===== config.mk =====
export PLATFORM = sky130hd
export DESIGN_NAME = mem_bus_arbiter
export DESIGN_NICKNAME = d
export VERILOG_FILES = /design/src/rtl/msp_pkg.sv /design/src/rtl/arb_prio.sv /design/src/rtl/mem_bus_arbiter.sv
export SDC_FILE = /design/constraint.sdc
export NUM_CORES = 1
export LEC_CHECK = 0
export CELL_PAD_IN_SITES_DETAIL_PLACEMENT = 0
export CELL_PAD_IN_SITES_GLOBAL_PLACEMENT = 1
export CORE_MARGIN = 5
export CORE_UTILIZATION = 34
export CTS_CLUSTER_DIAMETER = 120
export DETAILED_ROUTE_END_ITERATION = 8
export PLACE_DENSITY = 0.86
export SYNTH_ARGS = -nofsm -noshare
export SYNTH_HDL_FRONTEND = slang
export SYNTH_SLANG_ARGS = --single-unit

===== constraint.sdc =====
create_clock -name clk -period 6.8 [get_ports clk]
set_clock_uncertainty 0.05 [all_clocks]
set_input_delay 1.36 -clock clk [delete_from_list [all_inputs] [get_ports clk]]
set_output_delay 1.36 -clock clk [all_outputs]
set_load 0.1 [all_outputs]

===== src/rtl/msp_pkg.sv =====
// Shared encodings for the memory bus arbiter: FSM states, grant codes and
// address alignment.
package msp_pkg;

  typedef enum logic [1:0] {
    ST_IDLE = 2'd0,
    ST_RD   = 2'd1,
    ST_WR   = 2'd2,
    ST_ACK  = 2'd3
  } state_e;

  typedef enum logic [1:0] {
    GNT_NONE  = 2'd0,
    GNT_FETCH = 2'd1,
    GNT_OPND  = 2'd2,
    GNT_WB    = 2'd3
  } gnt_e;

  // Word accesses are forced even; byte accesses keep the exact address.
  function automatic logic [15:0] align_addr(input logic [15:0] addr, input logic bw);
    return bw ? addr : {addr[15:1], 1'b0};
  endfunction

endpackage


===== src/rtl/arb_prio.sv =====
// Combinational 3-way fixed-priority picker (wb > opnd > fetch) with a
// starvation override that hands the bus to fetch.
module arb_prio
  import msp_pkg::*;
(
  input  logic fetch_req,
  input  logic opnd_req,
  input  logic wb_req,
  input  logic starve_ovr,
  output gnt_e winner
);

  always_comb begin
    winner = GNT_NONE;
    if (starve_ovr && fetch_req) winner = GNT_FETCH;
    else if (wb_req)             winner = GNT_WB;
    else if (opnd_req)           winner = GNT_OPND;
    else if (fetch_req)          winner = GNT_FETCH;
  end

endmodule


===== src/rtl/mem_bus_arbiter.sv =====
// Shares the single mem_space port between fetch, operand read and write-back,
// sequencing each access and returning a one-cycle ack to the owner.
module mem_bus_arbiter
  import msp_pkg::*;
#(
  parameter int unsigned RD_LAT     = 1,
  parameter int unsigned WR_TIMEOUT = 8,
  parameter int unsigned STARVE_LIM = 4
) (
  input  logic        clk,
  input  logic        rst,
  input  logic        fetch_req,
  input  logic [15:0] fetch_addr,
  output logic        fetch_ack,
  output logic [15:0] fetch_data,
  input  logic        opnd_req,
  input  logic [15:0] opnd_addr,
  input  logic        opnd_bw,
  output logic        opnd_ack,
  output logic [15:0] opnd_data,
  input  logic        wb_req,
  input  logic [15:0] wb_addr,
  input  logic [15:0] wb_data,
  input  logic        wb_bw,
  output logic        wb_ack,
  output logic [15:0] MAB_in,
  output logic [15:0] MDB_in,
  output logic        MW,
  output logic        BW,
  input  logic [15:0] MDB_out,
  input  logic        ram_write_done,
  output logic [1:0]  grant,
  output logic        wr_timeout_err
);

  localparam int unsigned CNT_MAX = (RD_LAT > WR_TIMEOUT) ? RD_LAT : WR_TIMEOUT;
  localparam int unsigned CNT_W   = $clog2(CNT_MAX + 1);
  localparam int unsigned SW      = $clog2(STARVE_LIM + 1);
  localparam logic [CNT_W-1:0] RD_LAST = CNT_W'(RD_LAT - 1);
  localparam logic [CNT_W-1:0] WR_LAST = CNT_W'(WR_TIMEOUT - 1);
  localparam logic [SW-1:0]    S_LIM   = SW'(STARVE_LIM);

  state_e          state_q, state_d;
  gnt_e            owner_q, owner_d;
  gnt_e            winner;
  logic [15:0]     addr_q, addr_d;
  logic [15:0]     wdata_q, wdata_d;
  logic            bw_q, bw_d;
  logic [CNT_W-1:0] cnt_q, cnt_d;
  logic [SW-1:0]   starve_q, starve_d;
  logic [15:0]     fdata_q, fdata_d;
  logic [15:0]     odata_q, odata_d;
  logic            err_q, err_d;
  logic [15:0]     rdata;

  arb_prio u_arb_prio (
    .fetch_req  (fetch_req),
    .opnd_req   (opnd_req),
    .wb_req     (wb_req),
    .starve_ovr (starve_q == S_LIM),
    .winner     (winner)
  );

  assign rdata = bw_q ? {8'h00, MDB_out[7:0]} : MDB_out;

  always_comb begin
    state_d  = state_q;
    owner_d  = owner_q;
    addr_d   = addr_q;
    wdata_d  = wdata_q;
    bw_d     = bw_q;
    cnt_d    = cnt_q;
    starve_d = starve_q;
    fdata_d  = fdata_q;
    odata_d  = odata_q;
    err_d    = err_q;

    // Starvation count only advances on an IDLE arbitration fetch loses.
    if (!fetch_req || (state_q == ST_IDLE && winner == GNT_FETCH)) starve_d = '0;
    else if (state_q == ST_IDLE && starve_q != S_LIM)              starve_d = starve_q + 1'b1;

    unique case (state_q)
      ST_IDLE: begin
        cnt_d   = '0;
        owner_d = winner;
        unique case (winner)
          GNT_FETCH: begin
            addr_d  = align_addr(fetch_addr, 1'b0);
            bw_d    = 1'b0;
            state_d = ST_RD;
          end
          GNT_OPND: begin
            addr_d  = align_addr(opnd_addr, opnd_bw);
            bw_d    = opnd_bw;
            state_d = ST_RD;
          end
          GNT_WB: begin
            addr_d  = align_addr(wb_addr, wb_bw);
            bw_d    = wb_bw;
            wdata_d = wb_data;
            state_d = ST_WR;
          end
          default: state_d = ST_IDLE;
        endcase
      end
      ST_RD: begin
        if (cnt_q == RD_LAST) begin
          if (owner_q == GNT_FETCH) fdata_d = rdata;
          else                      odata_d = rdata;
          state_d = ST_ACK;
        end else begin
          cnt_d = cnt_q + 1'b1;
        end
      end
      ST_WR: begin
        if (ram_write_done) begin
          state_d = ST_ACK;
        end else if (cnt_q == WR_LAST) begin
          err_d   = 1'b1;
          state_d = ST_ACK;
        end else begin
          cnt_d = cnt_q + 1'b1;
        end
      end
      ST_ACK:  state_d = ST_IDLE;
      default: state_d = ST_IDLE;
    endcase
  end

  always_ff @(posedge clk or negedge rst) begin
    if (!rst) begin
      state_q  <= ST_IDLE;
      owner_q  <= GNT_NONE;
      addr_q   <= '0;
      wdata_q  <= '0;
      bw_q     <= 1'b0;
      cnt_q    <= '0;
      starve_q <= '0;
      fdata_q  <= '0;
      odata_q  <= '0;
      err_q    <= 1'b0;
    end else begin
      state_q  <= state_d;
      owner_q  <= owner_d;
      addr_q   <= addr_d;
      wdata_q  <= wdata_d;
      bw_q     <= bw_d;
      cnt_q    <= cnt_d;
      starve_q <= starve_d;
      fdata_q  <= fdata_d;
      odata_q  <= odata_d;
      err_q    <= err_d;
    end
  end

  assign MAB_in         = addr_q;
  assign MDB_in         = wdata_q;
  assign BW             = bw_q;
  assign MW             = (state_q == ST_WR);
  assign grant          = (state_q == ST_RD || state_q == ST_WR) ? owner_q : GNT_NONE;
  assign fetch_ack      = (state_q == ST_ACK) && (owner_q == GNT_FETCH);
  assign opnd_ack       = (state_q == ST_ACK) && (owner_q == GNT_OPND);
  assign wb_ack         = (state_q == ST_ACK) && (owner_q == GNT_WB);
  assign fetch_data     = fdata_q;
  assign opnd_data      = odata_q;
  assign wr_timeout_err = err_q;

endmodule


==> impl_metrics.toml <==
[yosys]
synth-edff-count = 0
synth_top_cells_by_area = "dfrtp_1, mux2_2, o21ai_0"
netlist_top_cells_count = "dfrtp_1, nand2_1, o21ai_0"
synth_seq_cells = 77
synthArstFlopShare_pct = 100
synth_nets = 421
synth_ff_type = "dfrtp_1"
synth_top_area_share_pct = 54.1
synth.avg_cell_area_um2 = 11.2
synthMostInstantiatedCell = "dfrtp_1"
netlist_area_um2 = 3560
yosys_warnings = 0
yosysUniqueCellTypes = 35
synth_area_leader_cell = "dfrtp_1"
syn_inst = 319
ys_seq_area_share_pct = 54.1

[global_route]
grt_remaining_overflow = 0
top_usage_layer = "met2"
grt_util_met3_pct = 3.45
antenna_found_initial = 0
grt_pass1_wl_um = 15500
grt_pass1_vias = 3072
grt_max_degree = 78
grt_util_all_layers_pct = 15.0
grt_util_met1_pct = 19.2
grt_use_met2_pct = 25.4

[finish]
num-fill-cells = 929
antennaDiodeCount = 0
area_growth_syn_to_layout_pct = 52.6
fin_area_um2 = 5430
drive_above_1_share_pct = 11.1
nets = 574
post-route-util_pct = 52.8

[drt]
viasPerCell = 4.65
wl_per_cell_um = 15.3
drt_iter0_drc = 84
vias = 2850
drcViolationCount = 0
final_antenna_net_count = 0
finalWirelength_um = 9400
dr.pass1.iters = 4

[sta]
period_needed_ns = 4.05
period_share_pct = 59.6
rsz0062_at_grt = "no"
clock.fmax_mhz = 247
setup_tns_ns = 0
drv_slew = 0
relSlewSlack_pct = 23.0
hold_viol = 0
finalSetupViolCount = 0
worst_slew_pin_slew_ns = 1.15

[critical_path]
reg2reg_depth = 10
path_class = "in -> reg"
cpMostUsedCell = "a21oi_1"
arrival_ns = 4.24
worst-path-max-fanout = 19
r2r_slack_ns = 3.41
end_kind = "flop"
startpoint = "fetch_req"
r2r-end = "MAB_in[3]"
cpMaxStageDelayCell = "nor2_1"
slowest_delay_ns = 0.99
endpoint = "MAB_in[3]"
start_kind = "input pin"
cp_data_required_time_ns = 6.99
critical_path.cell_chain = "clkdlybuf4s50_1, a21oi_1, inv_1, ha_1, nor2_1, a21oi_1, o21ai_0"
rr_startpoint = "starve_q[0]"

[clock_network]
post-cts-setup-buffers = 0
cts_buffers = 9
hold_buffers = 0
path_clk_slew_ns = 0.08
cts_max_path_buffers = 2
cts-resized-gates = 0
cts_max_level = 3
cts.sinks = 77
cts_tree = "yes"
clk_latency_ns = 0.33
ctsRootBufferMaster = "clkbuf_8"

[die]
die_w_um = 112
coreArea_um2 = 10300
num_rows = 37
pin_count = 160
initial_core_util_pct = 34.6
die_h_um = 112
die_area_um2 = 12600

[placement]
portBuffers = 158
dpl_cell_area_um2 = 5230
routabilityCongestion = 0.766
place_hpwl_um = 6980

[flow_run]
drv_cap = 0

[worst_hold_path]
holdCritPathClass = "reg -> reg"

[status]
outcome = "finished, final reports clean"
[layer usage]
| metal | routed length, um | part of all wire, % | vias to the layer above |
|---|---|---|---|
| li1 | - | - | 1419 |
| met1 | 4110 | 44 | 1339 |
| met2 | 4620 | 49 | 82 |
| met3 | 534 | 5.7 | 10 |
| met4 | 123 | 1.3 | 0 |
| met5 | 0 | 0 | - |
[sequential cells by signal (all words and copies together) (netlist names)]
signal,count
MDB_in,16
fetch_data,16
starve_q,3
wr_timeout_err,1
opnd_data,16
state_q,2
owner_q,2
BW,1
cnt_q,4
MAB_in,16
[stage by stage]
| stage | instances | hold slack [ns] | setup WS (ns) |
|---|---|---|---|
| CTS | 613 | 0.438 | 2.69 |
| global placement | 597 | 0.412 | 2.38 |
| floorplan | 319 | 0.484 | 2.63 |
| finish | 613 | 0.433 | 2.75 |
| global route | 613 | 0.461 | 2.45 |
| detailed placement | 597 | 0.419 | 2.33 |
[placed cells by master, fill, tap and decap left out, types with 2 or more instances in the layout]
cell type and count:
nor2_1 9, dfrtp_1 77, nand2_1 47, clkdlybuf4s50_1 157
o21ai_0 36, mux2_4 4, mux2_2 29, nand3_1 5
clkinvlp_4 2, and2_1 3, nand2b_1 9, inv_6 2
a31oi_1 3, a21oi_1 20, ha_1 14, mux2i_1 5
inv_1 10, and3_1 2, a22o_1 15, clkbuf_8 10
[cells by family after synthesis]
logic type                 synth area share (%)
and+or+nand+nor                            11.7
AOI/OAI and AO/OA                          13.6
DFF                                        54.1
muxes                                      12.3
buffers and inverters                      3.38
adders and majority gates                  4.92
[critical path: cells and delay by family]
| kind | cells | cell delay, ns |
|---|---|---|
| AOI/OAI and AO/OA | 3 | 0.75 |
| adders and majority gates | 1 | 0.50 |
| buffers and inverters | 2 | 0.64 |
| and+or+nand+nor | 1 | 0.99 |
[worst min-delay path by stage]
stage / cells past startpoint / start / endpoint / slack [ns]
6_report: 2 / MAB_in[11] / MAB_in[11] / 0.43
5_1_grt: 1 / wr_timeout_err / wr_timeout_err / 0.46
4_1_cts: 2 / MAB_in[11] / MAB_in[11] / 0.44
3_5_place_dp: 2 / MAB_in[11] / MAB_in[11] / 0.42
3_3_place_gp: 2 / fetch_data[12] / fetch_data[12] / 0.41
2_1_floorplan: 2 / cnt_q[3] / cnt_q[3] / 0.48
[area by class of cell]
type	count	area [um2]	area share [%]
Multi-Input combinational cell	216	1510	27.8
Inverter	10	37.5	0.691
Timing Repair Buffer	158	1580	29.1
Clock buffer	10	138	2.53
Tap cell	136	170	3.13
Clock inverter	6	67.6	1.24
Sequential cell	77	1930	35.5
Power is not shown: default switching activity piles up to over one toggle a cycle in this logic, so the estimate is an artifact.
